[config.mk]
export PLATFORM = sky130hd
export DESIGN_NAME = fetch_queue
export DESIGN_NICKNAME = d
export VERILOG_FILES = /design/src/rtl/fetch_queue_pkg.sv /design/src/rtl/fetch_queue_mem.sv /design/src/rtl/fetch_queue.sv
export SDC_FILE = /design/constraint.sdc
export NUM_CORES = 1
export LEC_CHECK = 0
export ABC_AREA = 1
export BUFFER_PORTS_ARGS = -buffer_cell sky130_fd_sc_hd__buf_2
export CORE_ASPECT_RATIO = 1.5
export CORE_MARGIN = 4
export CORE_UTILIZATION = 45
export DETAILED_ROUTE_END_ITERATION = 10
export PLACE_DENSITY_LB_ADDON = 0.2
export SLEW_MARGIN = 20
export SYNTH_ARGS = -nofsm -noshare
export SYNTH_HDL_FRONTEND = slang
export SYNTH_HIERARCHICAL = 1
export SYNTH_SLANG_ARGS = --single-unit
[constraint.sdc]
create_clock -name CLK -period 4.3 [get_ports CLK]
set_input_delay 0.215 -clock CLK [delete_from_list [all_inputs] [get_ports CLK]]
set_output_delay 0.215 -clock CLK [all_outputs]
set_load 0.01 [all_outputs]
[src/rtl/fetch_queue_pkg.sv]
// Shared types and constants for the fetch queue: entry layout and PC increments.
// No logic; no latency; no backpressure.
// Helper builds an entry with the upper half-word of compressed instructions cleared.
package fetch_queue_pkg;

    typedef struct packed {
        logic [31:0] insn;
        logic [31:0] pc;
        logic        compressed;
    } fq_entry_t;

    localparam logic [31:0] FQ_INCR_C = 32'd2;
    localparam logic [31:0] FQ_INCR_W = 32'd4;

    function automatic fq_entry_t fq_make_entry(input logic [31:0] insn,
                                                input logic [31:0] pc,
                                                input logic        compressed);
        fq_entry_t e;
        e.insn       = compressed ? {16'h0, insn[15:0]} : insn;
        e.pc         = pc;
        e.compressed = compressed;
        return e;
    endfunction

endpackage

[src/rtl/fetch_queue_mem.sv]
// Circular entry store with pointers and count; push/pop/flush, head always visible.
// Latency: a push is visible at the head on the next cycle.
// Backpressure: caller must not push when full nor pop when empty; flush wins over both.
module fetch_queue_mem
    import fetch_queue_pkg::*;
#(
    parameter int DEPTH = 4
) (
    input  logic                       clk,
    input  logic                       rst,
    input  logic                       flush,
    input  logic                       push,
    input  logic                       pop,
    input  fq_entry_t                  wr_entry,
    output fq_entry_t                  head,
    output logic [$clog2(DEPTH+1)-1:0] count,
    output logic                       full,
    output logic                       empty
);
    localparam int PW = $clog2(DEPTH);
    localparam int CW = $clog2(DEPTH + 1);

    fq_entry_t       entries [DEPTH];
    logic [PW-1:0]   wr_ptr;
    logic [PW-1:0]   rd_ptr;

    always_ff @(posedge clk) begin
        if (rst || flush) begin
            wr_ptr <= '0;
            rd_ptr <= '0;
            count  <= '0;
        end else begin
            if (push) wr_ptr <= wr_ptr + PW'(1);
            if (pop)  rd_ptr <= rd_ptr + PW'(1);
            case ({push, pop})
                2'b10:   count <= count + CW'(1);
                2'b01:   count <= count - CW'(1);
                default: count <= count;
            endcase
        end
    end

    // Entry storage needs no reset: validity is tracked purely by count.
    always_ff @(posedge clk) begin
        if (push && !rst && !flush) entries[wr_ptr] <= wr_entry;
    end

    assign head  = entries[rd_ptr];
    assign full  = (count == CW'(DEPTH));
    assign empty = (count == '0);

endmodule

[src/rtl/fetch_queue.sv]
// Instruction queue behind the fetch buffer; owns fetch PC, flushes on redirect.
// Latency: 1 cycle fetch-to-decode (0 with FETCH_QUEUE_BYPASS_EN defined, empty queue).
// Backpressure: fb_ren drops and fb_stall rises when full; decode pops with deq_valid/deq_ready.
module fetch_queue
    import fetch_queue_pkg::*;
#(
    parameter int          DEPTH    = 4,
    parameter logic [31:0] RESET_PC = 32'h0000_0200
) (
    input  logic                       CLK,
    input  logic                       RST,
    output logic [31:0]                fb_pc,
    output logic                       fb_ren,
    output logic                       fb_invalidate,
    output logic                       fb_stall,
    input  logic                       fb_insn_valid,
    input  logic                       fb_insn_compressed,
    input  logic [31:0]                fb_insn,
    input  logic                       redirect,
    input  logic [31:0]                redirect_pc,
    output logic                       deq_valid,
    input  logic                       deq_ready,
    output logic [31:0]                deq_insn,
    output logic [31:0]                deq_pc,
    output logic                       deq_compressed,
    output logic [$clog2(DEPTH+1)-1:0] occupancy
);
    logic [31:0]                fetch_pc;
    fq_entry_t                  in_entry;
    fq_entry_t                  head;
    fq_entry_t                  out_entry;
    logic [$clog2(DEPTH+1)-1:0] count;
    logic                       full;
    logic                       empty;
    logic                       push;
    logic                       bypass;
    logic                       mem_push;
    logic                       mem_pop;

    assign fb_pc         = fetch_pc;
    assign fb_ren        = !RST && !redirect && !full;
    assign fb_stall      = !RST && full;
    assign fb_invalidate = RST || redirect;
    assign push          = fb_ren && fb_insn_valid;
    assign in_entry      = fq_make_entry(fb_insn, fetch_pc, fb_insn_compressed);

`ifdef FETCH_QUEUE_BYPASS_EN
    // An empty queue hands the incoming instruction straight to decode when it is ready.
    assign bypass    = empty && push && deq_ready;
    assign deq_valid = !RST && (!empty || bypass);
    assign out_entry = bypass ? in_entry : head;
`else
    assign bypass    = 1'b0;
    assign deq_valid = !RST && !empty;
    assign out_entry = head;
`endif

    assign deq_insn       = out_entry.insn;
    assign deq_pc         = out_entry.pc;
    assign deq_compressed = out_entry.compressed;
    assign occupancy      = RST ? '0 : count;

    assign mem_push = push && !bypass;
    assign mem_pop  = deq_valid && deq_ready && !redirect && !empty;

    fetch_queue_mem #(.DEPTH(DEPTH)) u_mem (
        .clk      (CLK),
        .rst      (RST),
        .flush    (redirect),
        .push     (mem_push),
        .pop      (mem_pop),
        .wr_entry (in_entry),
        .head     (head),
        .count    (count),
        .full     (full),
        .empty    (empty)
    );

    always_ff @(posedge CLK) begin
        if (RST) begin
            fetch_pc <= RESET_PC;
        end else if (redirect) begin
            fetch_pc <= redirect_pc & ~32'd1;
        end else if (push) begin
            fetch_pc <= fetch_pc + (fb_insn_compressed ? FQ_INCR_C : FQ_INCR_W);
        end
    end

endmodule

==> flow_summary.json, run 1 <==
{
  "busiest_layer": "met2",
  "relSlewSlack_pct": 34.0,
  "max_freq_mhz": 334,
  "cp_num_buf_inv": 2,
  "rsz0062_at_grt": "no",
  "postPlaceCellArea_um2": 14200,
  "grt_pass1_vias": 8886,
  "viasPerCell": 5.07,
  "h-tree-depth": 1,
  "setup.worst_path.start_class": "flip-flop",
  "hp-class": "input pin to flip-flop",
  "io-pin-count": 174,
  "core_area_um2": 28900,
  "clk_pin_slew_ns": 0.06,
  "clockBufferDepth": 3,
  "yosysTopAreaCellShare_pct": 58.9,
  "cts_resized": 0,
  "ant_nets": 0,
  "finalHoldViolCount": 0,
  "wire_per_inst_um": 17.6,
  "syn_inst": 1175,
  "die_area_um2": 32300,
  "gp_routability_congestion": 0.864,
  "floorplan.initialDensity_pct": 45.9,
  "p_per_area_nw_per_um2": 380,
  "p_leak_nw": 5.74,
  "critPathSlowestCell": "buf_4",
  "die_w_um": 148,
  "vdd_drop_max_v": 0.000329,
  "drc": 0,
  "io_buffers": 171,
  "tightest_slew_ns": 0.990,
  "drt_wl_total_um": 30600,
  "synth_warnings": 6,
  "synth_area_leaders": "edfxtp_1, dfxtp_1, nor2_1",
  "tritoncts": "done",
  "drtIter0Drc": 413,
  "finalCritPeriodShare_pct": 69.6,
  "overflow": 0,
  "required_ns": 4.09,
  "grt_max_degree": 86,
  "cp_top_family": "buffers and inverters",
  "die_height_um": 218,
  "drt_first_pass_iters": 6,
  "hpwlAfterDp_um": 19100,
  "synth.distinct_cells": 37,
  "area_growth_pct": 15.6,
  "avgSynthCellArea_um2": 11.3,
  "final_max_slew_viol_count": 0,
  "status": "complete, no violations",
  "cp-end-kind": "output port",
  "worst-path-max-fanout": 80,
  "fill_cells": 2581,
  "power_mw": 5.82,
  "drive_gt1_share_pct": 22.8,
  "syn_area_um2": 13300,
  "slowest_delay_ns": 0.75,
  "antenna_found_initial": 1,
  "layout_min_cycle_time_ns": 2.99,
  "ys_seq_elements": 300,
  "maxCapViolations": 0,
  "gr-usage-met1_pct": 22.6,
  "placementRows": 76,
  "grt_util_met2_pct": 34.7,
  "clk_latency_ns": 0.55,
  "setup_viol": 0,
  "root_buffer": "clkbuf_16",
  "final_common_cell": "edfxtp_1",
  "stdcell_area_um2": 15300,
  "final_cells": 1740,
  "whs_ns": 0.0211,
  "placedCellCount": 1664,
  "cts_sinks": 300,
  "yosys.area.top_type": "edfxtp_1",
  "grt.total_usage_pct": 18.8,
  "vias": 8822,
  "grtUsageMet3_pct": 1.99,
  "grt_pass1_wl_um": 48000,
  "fin_skew_ns": 0.0189,
  "layout_common_cells": "edfxtp_1, buf_2, nor2_1",
  "path_cells": "buf_4 > o21ai_0 > o22ai_2 > buf_2",
  "cp.arrival_ns": 2.78,
  "ys_seq_area_share_pct": 64.9,
  "nets": 1408,
  "cts_inserted_buffers": 27,
  "crit_type": "flip-flop to output port"
}
-- synth_stat cells --
cell type    n
a21oi_1     29
fa_1         2
nand2_1    167
nand2_8      1
nor3_1       2
nor2_4      26
inv_2        3
xor2_1      10
edfxtp_1   260
o21ai_0    116
clkbuf_1    25
dfxtp_1     40
o21ai_2      5
xnor2_1      2
nor2_2       6
buf_4       35
inv_4        2
a31oi_1      5
nand4_1      1
conb_1       1
nand2_2      3
buf_6       13
o22ai_1     45
ha_1         7
o22ai_2     20
o21ai_1     35
nand3_1     23
a21oi_2      3
nor2_1     174
nand2_4      4
nand3_2      1
buf_2       12
buf_12       3
o211ai_1     1
nor2_8       2
inv_1       89
inv_6        2
-- path summary, 6_finish.rpt --
path / startpoint / end / slack (ns) / cells after the start
setup / recovery: flip-flop / deq_pc[11] / 1.31 / 4
hold / removal: redirect_pc[10] / fb_pc[10]$_SDFFE_PP0P_ / 0.02 / 5
setup reg to reg: u_mem/count[1]$_SDFFE_PP0P_ / u_mem/entries[1][50]$_DFFE_PP_ / 1.50 / 7
hold reg to reg: u_mem/rd_ptr[1]$_SDFFE_PP0P_ / flip-flop / 0.44 / 1
-- state kept, by name (all words and copies together), names as in the netlist, named ones only --
register and flops:
fb_pc 31, u_mem/count 3, u_mem/wr_ptr 2, u_mem/rd_ptr 2
u_mem/entries 260
-- through the flow --
| stage | setup slack, ns | TNS (ns) | util [%] |
|---|---|---|---|
| 2_1_floorplan | -0.0128 | -3.34 | - |
| 3_5_place_dp | 1.17 | 0 | 49.2 |
| 4_1_cts | 1.26 | 0 | 53.0 |
| 6_report | 1.31 | 0 | 53.0 |
| 3_3_place_gp | 1.24 | 0 | 49.2 |
| 5_1_grt | 1.09 | 0 | 53.0 |
-- what timing repair did --
| item | 4_1_cts | 5_1_grt |
|---|---|---|
| hold endpoints to repair | 74 | 0 |
| buffers inserted | 0 | 0 |
| hold buffers | 26 | 0 |
-- metal layers --
metal	share of wire (%)	up-vias
met5	0	-
met4	3.2	0
met3	4.3	53
met2	53	218
met1	40	4218
li1	-	4333
-- area by class of cell --
| class | instances | area (um2) | area share [%] |
|---|---|---|---|
| Multi-Input combinational cell | 695 | 3700 | 24.1 |
| Antenna cell | 1 | 2.50 | 0.0163 |
| Sequential cell | 300 | 8610 | 56.2 |
| Inverter | 96 | 375 | 2.45 |
| Tap cell | 390 | 488 | 3.18 |
| Clock inverter | 13 | 119 | 0.775 |
| Timing Repair Buffer | 209 | 1290 | 8.44 |
| Clock buffer | 36 | 739 | 4.82 |
-- power breakdown --
| group | internal (mW) | switching (mW) | total (mW) |
|---|---|---|---|
| Sequential | 3.19 | 0.0538 | 3.24 |
| Combinational | 0.0995 | 0.147 | 0.246 |
| Clock | 1.33 | 1.00 | 2.33 |
| Total | 4.62 | 1.20 | 5.82 |
-- cells by family (layout without fill, tap and decap cells) --
| logic type | Yosys count | after routing | share of synthesized area, % |
|---|---|---|---|
| AOI/OAI and AO/OA | 259 | 259 | 11.6 |
| xor gates and xnor gates | 12 | 12 | 0.793 |
| adders and majority gates | 9 | 9 | 0.962 |
| buffers and inverters | 184 | 354 | 7.53 |
| DFF | 300 | 300 | 64.9 |
| other | 1 | 6 | 0.0283 |
| and+or+nand+nor | 410 | 410 | 14.1 |
-- worst min-delay path: cells and delay by family --
kind	cells	cell delay (ns)
AOI/OAI and AO/OA	1	0.05
and+or+nand+nor	2	0.10
buffers and inverters	2	0.14
(Power assumes the default switching activity.)
==> run 2, diff against run 1 <==
clock period = 2.5 ns   (was 4.3 ns; I/O delays follow)
==> run 2 against run 1 <==
  * Sequential cell count is the same
  * Utilization rose by 2.0 points
  * Worst setup slack lost 1.2 ns
  * Clock skew fell by 0.010 ns
  * Critical path depth rose by 4
  * Cell count up 3.0%
  * Sequential power is 72% higher
  * Non-clock buffer count grew 51
  * Critical endpoint is now fb_pc[9]$_SDFFE_PP1P_
  * Largest cell class unchanged
  * Largest power group unchanged
==> flow_summary.json, run 2 (same netlist as run 1, synthesis figures left out) <==
{
  "status": "complete, no violations",
  "antenna_found_initial": 0,
  "io_buffers": 171,
  "setup-tns-final_ns": 0,
  "grt_max_degree": 103,
  "drc": 0,
  "clk_latency_ns": 0.55,
  "cp_top_family": "adder cells",
  "p_leak_nw": 6.01,
  "hp-class": "input pin to flip-flop",
  "clockBufferDepth": 3,
  "grt_pass1_vias": 8833,
  "final_common_cell": "edfxtp_1",
  "io-pin-count": 174,
  "antenna_cells": 0,
  "largest_reg_flops": 260,
  "wire_per_inst_um": 17.4,
  "area_growth_pct": 19.9,
  "final_max_slew_viol_count": 0,
  "vdd_drop_max_v": 0.000484,
  "fin_skew_ns": 0.00855,
  "vias": 9065,
  "slowest_delay_ns": 0.58,
  "max_flop_register": "u_mem/entries",
  "die_area_um2": 32300,
  "layout_min_cycle_time_ns": 2.41,
  "rsz0062_at_grt": "no",
  "drtIter0Drc": 480,
  "h-tree-depth": 1,
  "drt_wl_total_um": 31200,
  "root_buffer": "clkbuf_16",
  "core_area_um2": 28900,
  "clk_pin_slew_ns": 0.06,
  "finalCritPeriodShare_pct": 96.3,
  "setup_viol": 0,
  "hpwlAfterDp_um": 19200,
  "critPathSlowestCell": "dlygate4sd3_1",
  "required_ns": 2.99,
  "tightest_slew_ns": 0.591,
  "crit_type": "flip-flop to flip-flop",
  "gp_routability_congestion": 0.881,
  "overflow": 0,
  "die_w_um": 148,
  "relSlewSlack_pct": 60.6,
  "placementRows": 76,
  "grt_pass1_wl_um": 48200,
  "cts_inserted_buffers": 28,
  "ant_nets": 0,
  "layout_common_cells": "edfxtp_1, buf_2, nor2_1",
  "setup.worst_path.start_class": "flip-flop",
  "maxCapViolations": 0,
  "fill_cells": 2531,
  "tritoncts": "done",
  "p_per_area_nw_per_um2": 646,
  "die_height_um": 218,
  "finalHoldViolCount": 0,
  "cp_num_buf_inv": 2,
  "floorplan.initialDensity_pct": 45.9,
  "nets": 1460,
  "drt_first_pass_iters": 6,
  "max_freq_mhz": 415,
  "cp-end-kind": "flip-flop",
  "grt.total_usage_pct": 19.0,
  "cp.arrival_ns": 2.90,
  "path_cells": "ha_1 > inv_1 > fa_1 > nor2_8 > nand2_8 > xor2_1 > o211ai_1 > dlygate4sd3_1",
  "power_mw": 10.3,
  "viasPerCell": 5.06,
  "drive_gt1_share_pct": 22.7,
  "cts_sinks": 300,
  "worst-path-max-fanout": 7
}
-- run 2: cell count changes in the layout (fill, tap and decap cells not counted), moves of 2 or more --
cell	change
clkinv_1	+3
clkinv_2	-3
dlygate4sd3_1	+40
clkbuf_16	+2
buf_4	+10
-- run 2: worst paths after layout --
path,start,endpoint,slack (ns),depth (start not counted)
worst max register to register,fb_pc[1]$_SDFFE_PP0P_,fb_pc[9]$_SDFFE_PP1P_,0.09,8
worst max-delay path,fb_pc[1]$_SDFFE_PP0P_,fb_pc[9]$_SDFFE_PP1P_,0.09,8
worst min register to register,u_mem/rd_ptr[1]$_SDFFE_PP0P_,flip-flop,0.44,1
worst min-delay path,redirect_pc[2],fb_pc[2]$_SDFFE_PP0P_,0.03,5
-- run 2: final cells by class --
class | count | area (um2) | area share (%)
inverter | 96 | 378 | 2.38
clock inverter | 12 | 106 | 0.669
clock buffer | 40 | 807 | 5.08
sequential | 300 | 8610 | 54.2
multi-input combinational | 695 | 3710 | 23.3
timing repair buffer | 260 | 1800 | 11.3
tap | 390 | 488 | 3.07
-- run 2: worst register-to-register path, stage by stage, from the launching register on --
cell           delay [ns]
dfxtp_2              0.38
ha_1                 0.18
inv_1                0.05
fa_1                 0.48
nor2_8               0.23
nand2_8              0.10
xor2_1               0.16
o211ai_1             0.18
dlygate4sd3_1        0.58
-- run 2: repair_timing --
action,in CTS,in global routing
hold buffers,66,0
endpoints found under the setup margin,0,2
resized for setup,0,3
setup buffers,0,0
hold endpoints to repair,159,0
-- run 2: per-layer routing --
metal | GRT usage [%] | vias to the layer above | wire length, um
li1 | - | 4420 | -
met1 | 23.1 | 4400 | 12600
met2 | 35.2 | 205 | 16700
met3 | 2.22 | 40 | 1210
met4 | 5.45 | 0 | 582
met5 | 0 | - | 0
-- run 2: through the flow --
stage	instance area [um2]	setup WS, ns	utilization, %	hold slack (ns)	cells
floorplan	13300	0.00585	-	0.224	1179
global placement	14300	0.354	49.5	0.341	1675
detailed placement	14300	0.339	49.5	0.341	1675
CTS	15900	0.0557	55.0	0.0118	1793
global route	15900	0.0195	55.0	0.0588	1793
finish	15900	0.0927	55.0	0.0344	1793
-- run 2: report_power, final --
group          total [mW]  internal, mW  switching [mW]
sequential           5.58          5.49          0.0913
combinational       0.488         0.220           0.268
clock                4.20          2.44            1.76
total                10.3          8.15            2.12
==> run 3, diff against run 2 <==
RECOVER_POWER = 50   (was default)
==> run 3 against run 2 <==
  * Via count is 0.53% lower
  * Sequential share of layout area is 0.41 points higher
  * Combinational power is 3% lower
  * Register-to-register slack better by 0.02 ns
  * Wire length hardly changed
  * Utilization is 0.42 points lower
  * Critical endpoint unchanged
  * Clock skew is 0.00096 ns higher
  * Maximum frequency is 0.66% higher
  * Non-clock buffer count stayed put
  * Cell area is 0.76% lower
==> flow_summary.json, run 3 (same netlist as run 1, synthesis figures left out) <==
{
  "floorplan.initialDensity_pct": 45.9,
  "relSlewSlack_pct": 28.7,
  "root_buffer": "clkbuf_16",
  "p_leak_nw": 5.80,
  "grt_util_met2_pct": 35.2,
  "status": "complete, no violations",
  "fill_cells": 2563,
  "final_common_cell": "edfxtp_1",
  "nets": 1460,
  "clk_latency_ns": 0.55,
  "post_cts_buffers": 0,
  "drc": 0,
  "viasPerCell": 5.03,
  "grt_max_degree": 103,
  "drt_wl_total_um": 31100,
  "cp.arrival_ns": 2.88,
  "die_w_um": 148,
  "grt.total_usage_pct": 19.0,
  "whs_ns": 0.0346,
  "layout_min_cycle_time_ns": 2.39,
  "postPlaceCellArea_um2": 14300,
  "area_growth_pct": 19.0,
  "largest_reg_flops": 260,
  "gp_routability_congestion": 0.881,
  "grt_pass1_vias": 8833,
  "drtIter0Drc": 499,
  "placedCellCount": 1675,
  "final_max_slew_viol_count": 0,
  "rsz0062_at_grt": "no",
  "finalHoldViolCount": 0,
  "max_flop_register": "u_mem/entries",
  "die_area_um2": 32300,
  "clockBufferDepth": 3,
  "io-pin-count": 174,
  "hp-class": "input pin to flip-flop",
  "antenna_cells": 0,
  "wire_per_inst_um": 17.4,
  "drt_first_pass_iters": 5,
  "placementRows": 76,
  "finalCritPeriodShare_pct": 95.7,
  "final_cells": 1793,
  "fin_skew_ns": 0.00951,
  "die_height_um": 218,
  "busiest_layer": "met2",
  "drive_gt1_share_pct": 18.2,
  "grtUsageMet3_pct": 2.22,
  "setup.worst_path.start_class": "flip-flop",
  "stdcell_area_um2": 15800,
  "cp-end-kind": "flip-flop",
  "cts_inserted_buffers": 28,
  "gr-usage-met1_pct": 23.1,
  "vias": 9017,
  "power_mw": 10.3,
  "maxCapViolations": 0,
  "max_freq_mhz": 418,
  "layout_common_cells": "edfxtp_1, nor2_1, nand2_1",
  "tritoncts": "done",
  "setup_viol": 0,
  "required_ns": 2.99,
  "clk_pin_slew_ns": 0.06,
  "antenna_found_initial": 0,
  "core_area_um2": 28900,
  "vdd_drop_max_v": 0.000482,
  "p_per_area_nw_per_um2": 650,
  "ant_nets": 0,
  "tightest_slew_ns": 1.07,
  "setup-tns-final_ns": 0,
  "grt_pass1_wl_um": 48200,
  "cts_sinks": 300,
  "hpwlAfterDp_um": 19200,
  "io_buffers": 171,
  "overflow": 0,
  "h-tree-depth": 1,
  "worst-path-max-fanout": 7,
  "crit_type": "flip-flop to flip-flop"
}
[run 3: cell types whose count changed in the layout (fill, tap and decap cells not counted)]
cell	before	now
buf_2	171	117
buf_4	15	12
clkbuf_1	7	63
clkbuf_2	0	1
inv_1	89	90
inv_2	3	2
nand2_1	166	167
nand2_4	5	4
nor2_1	170	176
nor2_2	6	4
nor2_4	30	26
[run 3: worst max-delay path, stage by stage, from the launching register on]
cell	delay [ns]
dfxtp_2	0.38
ha_1	0.18
inv_1	0.06
fa_1	0.48
nor2_8	0.22
nand2_8	0.09
xor2_1	0.16
o211ai_1	0.18
dlygate4sd3_1	0.58
[run 3: path summary, 6_finish.rpt]
kind              slack, ns                    end                         start  depth (start not counted)
setup reg to reg       0.11  fb_pc[9]$_SDFFE_PP1P_         fb_pc[1]$_SDFFE_PP0P_                          8
setup / recovery       0.11  fb_pc[9]$_SDFFE_PP1P_         fb_pc[1]$_SDFFE_PP0P_                          8
hold reg to reg        0.44              flip-flop  u_mem/rd_ptr[1]$_SDFFE_PP0P_                          1
hold / removal         0.03  fb_pc[2]$_SDFFE_PP0P_                redirect_pc[2]                          5
[run 3: what timing repair did]
action                                 4_1_cts  5_1_grt
setup endpoints to repair                    0        2
hold buffers                                66        0
endpoints found under the hold margin      159        0
resized for setup                            0        3
[run 3: layer usage]
layer,wire (um),up-vias
met5,0,-
met4,592,0
met2,16700,211
met1,12600,4346
li1,-,4418
met3,1210,42
[run 3: layout make-up]
| type | instances | area [um2] | share of cell area [%] |
|---|---|---|---|
| clock buffers | 40 | 807 | 5.12 |
| clock inverters | 12 | 106 | 0.674 |
| inverters | 96 | 378 | 2.40 |
| multi-input cells | 695 | 3660 | 23.2 |
| flip-flops and latches | 300 | 8610 | 54.6 |
| well taps | 390 | 488 | 3.09 |
| repair buffers | 260 | 1720 | 10.9 |
[run 3: where the power goes]
group	internal [mW]	switching, mW	total [mW]
combinational	0.206	0.266	0.472
sequential	5.49	0.0920	5.58
clock	2.44	1.76	4.20
[run 3: stage by stage]
stage / utilization, % / setup WS, ns
6_report: 54.6 / 0.109
5_1_grt: 54.6 / 0.0299
4_1_cts: 55.0 / 0.0557
3_5_place_dp: 49.5 / 0.339
3_3_place_gp: 49.5 / 0.354
2_1_floorplan: - / 0.00585
